### src/rtl/simon_pkg.sv
// Shared types and constants for the Simon sequence engine.
//   color_t       : 2-bit button / lamp colour
//   state_t       : engine FSM states
//   DEPTH_DEFAULT : default maximum sequence length
package simon_pkg;

   typedef logic [1:0] color_t;

   typedef enum logic [1:0] {
      IDLE     = 2'd0,
      WAIT_RND = 2'd1,
      PLAY     = 2'd2,
      CHECK    = 2'd3
   } state_t;

   localparam int DEPTH_DEFAULT = 32;

endpackage

### src/rtl/simon_seq_mem.sv
// Sequence storage: DEPTH x 2-bit register file.
//   clk   : write clock
//   we    : write enable, waddr/wdata sampled on the rising edge
//   raddr : read address, rdata is combinational
// Contents are not reset; the engine never reads above level-1.
module simon_seq_mem
   import simon_pkg::*;
#(
   parameter int DEPTH = DEPTH_DEFAULT,
   parameter int AW    = (DEPTH > 1) ? $clog2(DEPTH) : 1
) (
   input  logic          clk,
   input  logic          we,
   input  logic [AW-1:0] waddr,
   input  color_t        wdata,
   input  logic [AW-1:0] raddr,
   output color_t        rdata
);

   color_t mem_q [DEPTH];

   always_ff @(posedge clk) begin
      if (we) mem_q[waddr] <= wdata;
   end

   assign rdata = mem_q[raddr];

endmodule

### src/rtl/simon_sequence_engine.sv
// Simon game sequence engine: appends random colours, plays the stored
// sequence back on pacing ticks, then checks the player's presses.
//   clk, rst_n              : clock, async active-low reset
//   rnd_ready, rnd_value    : random colour source
//   clear                   : synchronous wipe of the sequence
//   append_req, play_start  : IDLE-only commands
//   play_tick               : playback pacing strobe
//   check_valid/check_color : player button press
//   play_valid/play_color/play_done, round_ok, round_fail, full_err : results
//   level, busy             : stored entry count, FSM not IDLE
module simon_sequence_engine
   import simon_pkg::*;
#(
   parameter int DEPTH = DEPTH_DEFAULT,
   parameter int LW    = $clog2(DEPTH + 1)
) (
   input  logic          clk,
   input  logic          rst_n,
   input  logic          rnd_ready,
   input  logic [1:0]    rnd_value,
   input  logic          clear,
   input  logic          append_req,
   input  logic          play_start,
   input  logic          play_tick,
   input  logic          check_valid,
   input  logic [1:0]    check_color,
   output logic          play_valid,
   output logic [1:0]    play_color,
   output logic          play_done,
   output logic          round_ok,
   output logic          round_fail,
   output logic          full_err,
   output logic [LW-1:0] level,
   output logic          busy
);

   localparam int IW = (DEPTH > 1) ? $clog2(DEPTH) : 1;

   state_t          state_q, state_d;
   logic [LW-1:0]   level_q, level_d;
   logic [IW-1:0]   idx_q, idx_d;
   color_t          play_color_q, play_color_d;
   logic            play_valid_q, play_valid_d;
   logic            play_done_q, play_done_d;
   logic            round_ok_q, round_ok_d;
   logic            round_fail_q, round_fail_d;
   logic            full_err_q, full_err_d;
   logic            busy_q, busy_d;

   logic            mem_we;
   color_t          rd_color;
   logic            last;

   simon_seq_mem #(.DEPTH(DEPTH), .AW(IW)) u_mem (
      .clk   (clk),
      .we    (mem_we),
      .waddr (IW'(level_q)),
      .wdata (rnd_value),
      .raddr (idx_q),
      .rdata (rd_color)
   );

   always_comb begin
      state_d      = state_q;
      level_d      = level_q;
      idx_d        = idx_q;
      play_color_d = play_color_q;
      play_valid_d = 1'b0;
      play_done_d  = 1'b0;
      round_ok_d   = 1'b0;
      round_fail_d = 1'b0;
      full_err_d   = 1'b0;
      mem_we       = 1'b0;
      // idx is addressing the final stored entry
      last         = (LW'(idx_q) == level_q - LW'(1));

      if (clear) begin
         state_d = IDLE;
         level_d = '0;
         idx_d   = '0;
      end else begin
         case (state_q)
            IDLE: begin
               // append_req outranks play_start
               if (append_req) begin
                  if (level_q < LW'(DEPTH)) state_d = WAIT_RND;
                  else                      full_err_d = 1'b1;
               end else if (play_start && level_q != '0) begin
                  idx_d   = '0;
                  state_d = PLAY;
               end
            end
            WAIT_RND: begin
               if (rnd_ready) begin
                  mem_we  = 1'b1;
                  level_d = level_q + LW'(1);
                  state_d = IDLE;
               end
            end
            PLAY: begin
               if (play_tick) begin
                  play_valid_d = 1'b1;
                  play_color_d = rd_color;
                  if (last) begin
                     play_done_d = 1'b1;
                     idx_d       = '0;
                     state_d     = CHECK;
                  end else begin
                     idx_d = idx_q + IW'(1);
                  end
               end
            end
            CHECK: begin
               if (check_valid) begin
                  if (check_color == rd_color) begin
                     if (last) begin
                        round_ok_d = 1'b1;
                        idx_d      = '0;
                        state_d    = IDLE;
                     end else begin
                        idx_d = idx_q + IW'(1);
                     end
                  end else begin
                     round_fail_d = 1'b1;
                     idx_d        = '0;
                     state_d      = IDLE;
                  end
               end
            end
            default: state_d = IDLE;
         endcase
      end

      // registered so busy tracks state_q exactly
      busy_d = (state_d != IDLE);
   end

   always_ff @(posedge clk or negedge rst_n) begin
      if (!rst_n) begin
         state_q      <= IDLE;
         level_q      <= '0;
         idx_q        <= '0;
         play_color_q <= '0;
         play_valid_q <= 1'b0;
         play_done_q  <= 1'b0;
         round_ok_q   <= 1'b0;
         round_fail_q <= 1'b0;
         full_err_q   <= 1'b0;
         busy_q       <= 1'b0;
      end else begin
         state_q      <= state_d;
         level_q      <= level_d;
         idx_q        <= idx_d;
         play_color_q <= play_color_d;
         play_valid_q <= play_valid_d;
         play_done_q  <= play_done_d;
         round_ok_q   <= round_ok_d;
         round_fail_q <= round_fail_d;
         full_err_q   <= full_err_d;
         busy_q       <= busy_d;
      end
   end

   assign play_valid = play_valid_q;
   assign play_color = play_color_q;
   assign play_done  = play_done_q;
   assign round_ok   = round_ok_q;
   assign round_fail = round_fail_q;
   assign full_err   = full_err_q;
   assign level      = level_q;
   assign busy       = busy_q;

endmodule

### config.mk
export PLATFORM = sky130hd
export DESIGN_NAME = simon_sequence_engine
export DESIGN_NICKNAME = d
export VERILOG_FILES = /design/src/rtl/simon_pkg.sv /design/src/rtl/simon_seq_mem.sv /design/src/rtl/simon_sequence_engine.sv
export SDC_FILE = /design/constraint.sdc
export NUM_CORES = 1
export LEC_CHECK = 0
export ABC_AREA = 1
export BUFFER_PORTS_ARGS = -buffer_cell sky130_fd_sc_hd__buf_2
export CAP_MARGIN = 10
export CORE_MARGIN = 2
export CORE_UTILIZATION = 50
export CTS_CLUSTER_SIZE = 16
export DETAILED_ROUTE_END_ITERATION = 8
export GPL_TIMING_DRIVEN = 0
export HOLD_SLACK_MARGIN = 0.15
export PLACE_DENSITY = 0.68
export SYNTH_ARGS = -nofsm -noshare
export SYNTH_HDL_FRONTEND = slang
export SYNTH_SLANG_ARGS = --single-unit
### constraint.sdc
create_clock -name clk -period 3.5 [get_ports clk]
set_input_delay 0.7 -clock clk [delete_from_list [all_inputs] [get_ports clk]]
set_output_delay 0.7 -clock clk [all_outputs]
set_load 0.02 [all_outputs]
-- After elaboration in Yosys (flattened, before gate mapping)
Memory sizes are Yosys's and may differ from the RTL's.
Index checks and enable logic that the tools add are counted.
- memories: 1
- flip-flop bits (word level): 21
- RAM bits: 64
- equality and inequality tests: 9
- multiplexer cells: 46
- magnitude comparators: 1
- add/subtract/negate cells: 3
- bitwise logic cells: 1
- reductions and logical operators: 10
- memories (memory ; words ; width ; rd ports ; clocked after memory_dff ; wr ports ; RTL line ; text):
    u_mem.mem_q ; 32 ; 2 ; 1 ; 0 ; 1 ; simon_seq_mem.sv:20 ; color_t mem_q [DEPTH];
- operators by type and width (kind ; number):
    2-to-1 mux 5 bit ; 7
    2-to-1 mux 1 bit ; 24
    2-to-1 mux 2 bit ; 10
    2-to-1 mux 6 bit ; 3
    case mux 5 bit (3 select lines) ; 1
    != test 3 bit, second input constant ; 4
    case mux 2 bit (4 select lines) ; 1
    adder 6 x 1 -> 6 bit, second input constant ; 1
    == test 5 x 6 -> 1 bit ; 1
    < comparator 6 bit, second input constant ; 1
    nonzero test 2 bit ; 3
    nonzero test 6 bit ; 1
    subtractor 6 x 1 -> 6 bit, second input constant ; 1
    adder 5 x 1 -> 5 bit, second input constant ; 1
    AND reduction 5 bit ; 1
    == test 2 bit, second input constant ; 2
    nonzero test 4 bit ; 1
    AND reduction 3 bit ; 1
    == test 2 x 1 -> 1 bit, second input constant ; 1
    == test 2 bit ; 1
    zero test 2 bit ; 1
    AND reduction 2 bit ; 1
    logical AND 1 bit ; 1
    inverter 1 bit ; 1

-- Depth between registers and ports, before layout
- depth in word-level cells: 8
- gate-level depth with buffers: 17
- gate-level depth less buffers: 15

-- Modules after synthesis
Synthesis repeated with hierarchy kept, for this count alone.
- cell total of the unflattened synthesis: 448
- area, all modules: 4205.3 µm²
- modules (own cells, without submodules) (module ; cells each ; area an instance (µm²) ; times used ; sequential area each (µm²)):
    simon_seq_mem ; 267 ; 2870.3 ; 1 ; 1921.8
    simon_sequence_engine ; 181 ; 1335.0 ; 1 ; 525.5

-- Least setup slack after synthesis
No wires, ideal clock.
- kind: input-to-reg
- start: in rnd_ready
- end: mem u_mem.mem_q[0][0] in the netlist's numbering, enable pin
- slack: 1565 ps
- stages on the path: 6
- required time: 3191 ps
- setup time: 309 ps
- arrival time: 1625 ps
- cell sequence: inv_1 nor3_1 inv_1 nor2_2 nand2_1 nor2_1
- cells in the longest elaborated chain, start to end: 5
- ends and longest elaborated chain (element ; RTL line ; text):
    from (decl) ; simon_sequence_engine.sv:19 ; input logic rnd_ready,
    2-to-1 mux 1 bit ; simon_sequence_engine.sv:94 ; if (rnd_ready) begin
    2-to-1 mux 1 bit ; simon_sequence_engine.sv:82 ; case (state_q)
    2-to-1 mux 1 bit ; simon_sequence_engine.sv:77 ; if (clear) begin
    2-to-1 mux 1 bit ; simon_seq_mem.sv:23 ; if (we) mem_q[waddr] <= wdata;
    2-to-1 mux 1 bit (implied by the code) ; simon_seq_mem.sv:23 ;
    to (decl) ; simon_seq_mem.sv:20 ;
Every way passes these cells.

-- Worst setup path in the final report
- start: reg state_q[0]
- end: mem u_mem.mem_q[9][1] in the netlist's numbering, enable pin
- cells in the longest elaborated chain, start to end: 5
- ends and longest elaborated chain (element ; RTL line ; text):
    from (decl) ; simon_sequence_engine.sv:39 ; state_t state_q, state_d;
    from (signal assigned) ; simon_sequence_engine.sv:151 ; state_q <= state_d;
    == test 2 x 1 -> 1 bit ; simon_sequence_engine.sv:82 ;
    2-to-1 mux 1 bit ; simon_sequence_engine.sv:82 ;
    2-to-1 mux 1 bit ; simon_sequence_engine.sv:77 ;
    2-to-1 mux 1 bit ; simon_seq_mem.sv:23 ;
    2-to-1 mux 1 bit (implied by the code) ; simon_seq_mem.sv:23 ;
Every way passes these cells.

==> summary.md <==
| Metric | Value |
|---|---|
| Post-DR vias/cell | roughly 5.3 |
| Post-cts resize count | 0 |
| Mapped Nets | roughly 430 |
| Synth-to-Final Area Change | 10.60% |
| Syn Area/Cell | ~10 um2 |
| Max-slew violation count | 0 |
| Post-synth top area cell | edfxtp_1 |
| Sequential cell area | ~0.0024 mm2 |
| Critical path capture point | u_mem.mem_q[9][1]$_DFFE_PP_ |
| Max-slew headroom | a little under two thirds |
| Worst EP required | between 3 and 4 ns |
| Die width | approximately 95 um |
| Synthesized flop and latch total | between 80 and 90 |
| Final hold viol count | 0 |
| Final wirelength | 9.119 mm |
| VDD IR-drop max | about 0.27 mV |
| Vias in the first global route | 2809 |
| Synth cell types | 32 |
| Reg power frac | between 50% and 60% |
| Critical path type | reg2reg |
| Internal | ~1400 uW |
| Initial antenna violation count | 0 |
| # H-tree levels | 3 |
| Slowest-stage cell, CP | nor3_1 |
| I/O pin cnt | 26 |
| CP endpoint kind | flop |
| Crit path time final | roughly 2.3 ns |
| Switch share | a little over a quarter |
| HP Class | in2async |
| Status | finished clean |
| Cell count after synthesis | between 400 and 500 |
| Clock Sinks | 85 |
| Post-synthesis sequential area ratio | 59.40% |
| CP startpoint | state_q[0]$_DFF_PN0_ |
| Post-CTS setup buffer count | 0 |
| Port Buffers | 25 |
| GRT Util Overall | approximately 22% |
| Clock transition at path regs | 0.09 ns |
| Clock Tree Buf Depth | 2 |
| R2R Setup Slk | around 1.2 ns |
| Antenna Nets Post-Route | 0 |
| Clock network power share | between 30 and 40% |
| Largest net degree at the start of global routing | 33 |
| Arr. time, crit path | roughly 2.4 ns |
| Crit-path max cell delay | roughly 0.4 ns |
| Routability congestion estimate | between 0.8 and 0.9 |
| Row count | 33 |
| # diodes | 0 |
| Crit start category | flop |
| RR Startpoint | state_q[0]$_DFF_PN0_ |
| Final Util | roughly 56% |
| Die height | between 90 and 100 um |
| Filler instances | roughly 740 |
| Effective utilization at floorplan | about half |
| Reg2Reg Capture Point | u_mem.mem_q[9][1]$_DFFE_PP_ |
| First-pass GRT wire length | about 15 mm |
| Worst Reg-to-Reg Cells | 7 |
| Crit path max fanout | 8 |
| Gate power share | between 10% and 20% |
| Detailed placer's ending HPWL | about 6.2 mm |
| Power per cell area | between 400 and 500 mW/mm2 |
| CTS root buf | clkbuf_8 |
| GR Overflow Total | 0 |
| Drt drc | 0 |
| RSZ-0062 raised after global routing | false |
| CTS Hold Bufs | 0 |
| Top cells by area, synth | edfxtp_1 47%, dfrtp_1 13%, nand2_1 9.7% |
| Fmax | around 430 MHz |
| Max cap viols | 0 |
| DRT iter0 DRCs | about 270 |
| Synth Cell Area | 0.004120 mm2 |
| WL/cell | between 15 and 20 um |
| Via count | 2997 |
| Drt pass-1 iters | 5 |
| Share of cells above drive strength 1 | between 10% and 20% |
| Post-layout nets | between 400 and 500 |
| Core area | between 0.008 and 0.009 mm2 |
| Worst skew pair latency | 0.37 ns |
| Setup TNS Final | 0 ns |
| Leakage Power | about 0.0019 uW |
| Psw | about 540 uW |
| Ys Warns | 0 |
| Area share of the largest cell type after synthesis | 46.64% |
| Inserted Clock Buffers | 9 |
| Crit share post-route | about 66% |
| Worst-Margin Slew | about 0.55 ns |
| # setup viols final | 0 |
| Clock skew | ~0.01 ns |
| CP Cell Sequence | buf_2 > inv_1 > nor3_1 > inv_1 > nor2_2 > nand2_1 > nor2_1 |
| Die ar. | 0.008982 mm2 |
| CTS tree | done |
| Multi-input logic area | approximately 0.0014 mm2 |
| Most used cell, CP | inv_1 |
-- routing by layer --
layer	routed length, um	global-route usage (%)	part of all wire [%]
met2	4368	34.40	48
met4	231	9.300	2.5
met1	4015	30.80	44
met3	505	3.831	5.5
met5	0	0	0
-- layout by cell type, fill, tap and decap left out, types with 4 or more instances in the layout --
cell and n:
nor3_1 6, inv_6 4, xor2_1 8, inv_1 29
o21ai_0 11, buf_4 4, nand2_2 9, nand3_1 68
nand2_1 106, a21oi_1 5, ha_1 6, clkbuf_8 9
nor2_1 41, dfrtp_1 21, edfxtp_1 64, buf_2 29
buf_6 4
-- cells by family (layout without fill, tap and decap cells) --
group	Yosys count	in the layout	synth area share, %
AO/OA/AOI/OAI	25	25	3.735
buffers and inverters	49	90	6.802
XOR/XNOR	11	11	2.338
adder cells (fa/ha/maj)	6	6	1.822
flip-flops	85	85	59.40
AND/OR/NAND/NOR	240	240	25.90
-- worst max-delay path, delay by kind of cell (launching register included) --
family / cells / cell delay (ns)
simple gates: 4 / 1.32
flops: 1 / 0.32
buf+inv: 3 / 0.36
-- cell usage after synthesis --
cell type and n:
nand2_4 3, xnor2_1 3, o211ai_1 1, nand3_2 2, or2_2 1, nor2_1 41
inv_2 3, nand4_1 2, buf_8 2, a211oi_1 1, a21oi_1 5, a21oi_2 3
nor3_2 1, nand3_1 68, o21ai_0 11, inv_1 29, nor3_1 6, xor2_1 8
dfrtp_1 21, nand2_1 106, buf_12 1, clkinv_1 1, o21ai_2 3, ha_1 6
edfxtp_1 64, nand2_2 9, buf_4 4, o22ai_1 1, buf_2 4, buf_6 4
inv_8 1, nor2_2 1
-- how the worst min path moves through the flow --
| stage | start | endpoint | slack (ns) | depth (start not counted) |
|---|---|---|---|---|
| finish | rst_n | play_done$_DFF_PN0_ | 0.28 | 1 |
| global route | rst_n | play_color[0]$_DFFE_PN0P_ | 0.32 | 1 |
| CTS | rst_n | full_err$_DFF_PN0_ | 0.29 | 1 |
| detailed placement | play_color[0]$_DFFE_PN0P_ | play_color[0]$_DFFE_PN0P_ | 0.48 | 2 |
| global placement | play_color[1]$_DFFE_PN0P_ | play_color[1]$_DFFE_PN0P_ | 0.47 | 2 |
| floorplan | rst_n | busy$_DFF_PN0_ | 0.40 | 0 |
-- area by class of cell --
| type | instances | share of cell area [%] |
|---|---|---|
| Timing Repair Buffer | 25 | 2.746 |
| Tap cell | 105 | 2.883 |
| Sequential cell | 85 | 53.71 |
| Clock buffer | 9 | 2.718 |
| Multi-Input combinational cell | 282 | 30.56 |
| Inverter | 34 | 2.965 |
| Buffer | 15 | 3.185 |
| Clock inverter | 7 | 1.236 |
-- power groups by stage --
stage | sequential (uW) | clock [uW] | combinational, uW
after CTS | 1110 | 662 | 219
after detailed placement | 1140 | 0 | 218
final | 1110 | 655 | 218
after global routing | 1120 | 708 | 245
after global placement | 1140 | 0 | 215
after floorplan | 1150 | 0 | 128
-- flip-flops by register name, indices dropped and copies added, names as in the netlist --
signal	flops
full_err	1
busy	1
state_q	2
round_ok	1
round_fail	1
play_done	1
idx_q	5
u_mem.mem_q	64
level	6
play_color	2
play_valid	1
-- per-stage QoR --
stage	instance area (um2)	hold slack, ns	total power [uW]	instances	setup WS, ns
2_1_floorplan	4120	0.4044	1282	416	1.565
3_3_place_gp	4377	0.4657	1350	546	1.019
3_5_place_dp	4377	0.4836	1354	546	0.9942
4_1_cts	4557	0.2921	1995	562	1.200
5_1_grt	4557	0.3169	2068	562	1.042
6_report	4557	0.2789	1986	562	1.181
Note: power is estimated with default switching activity, not from simulation.
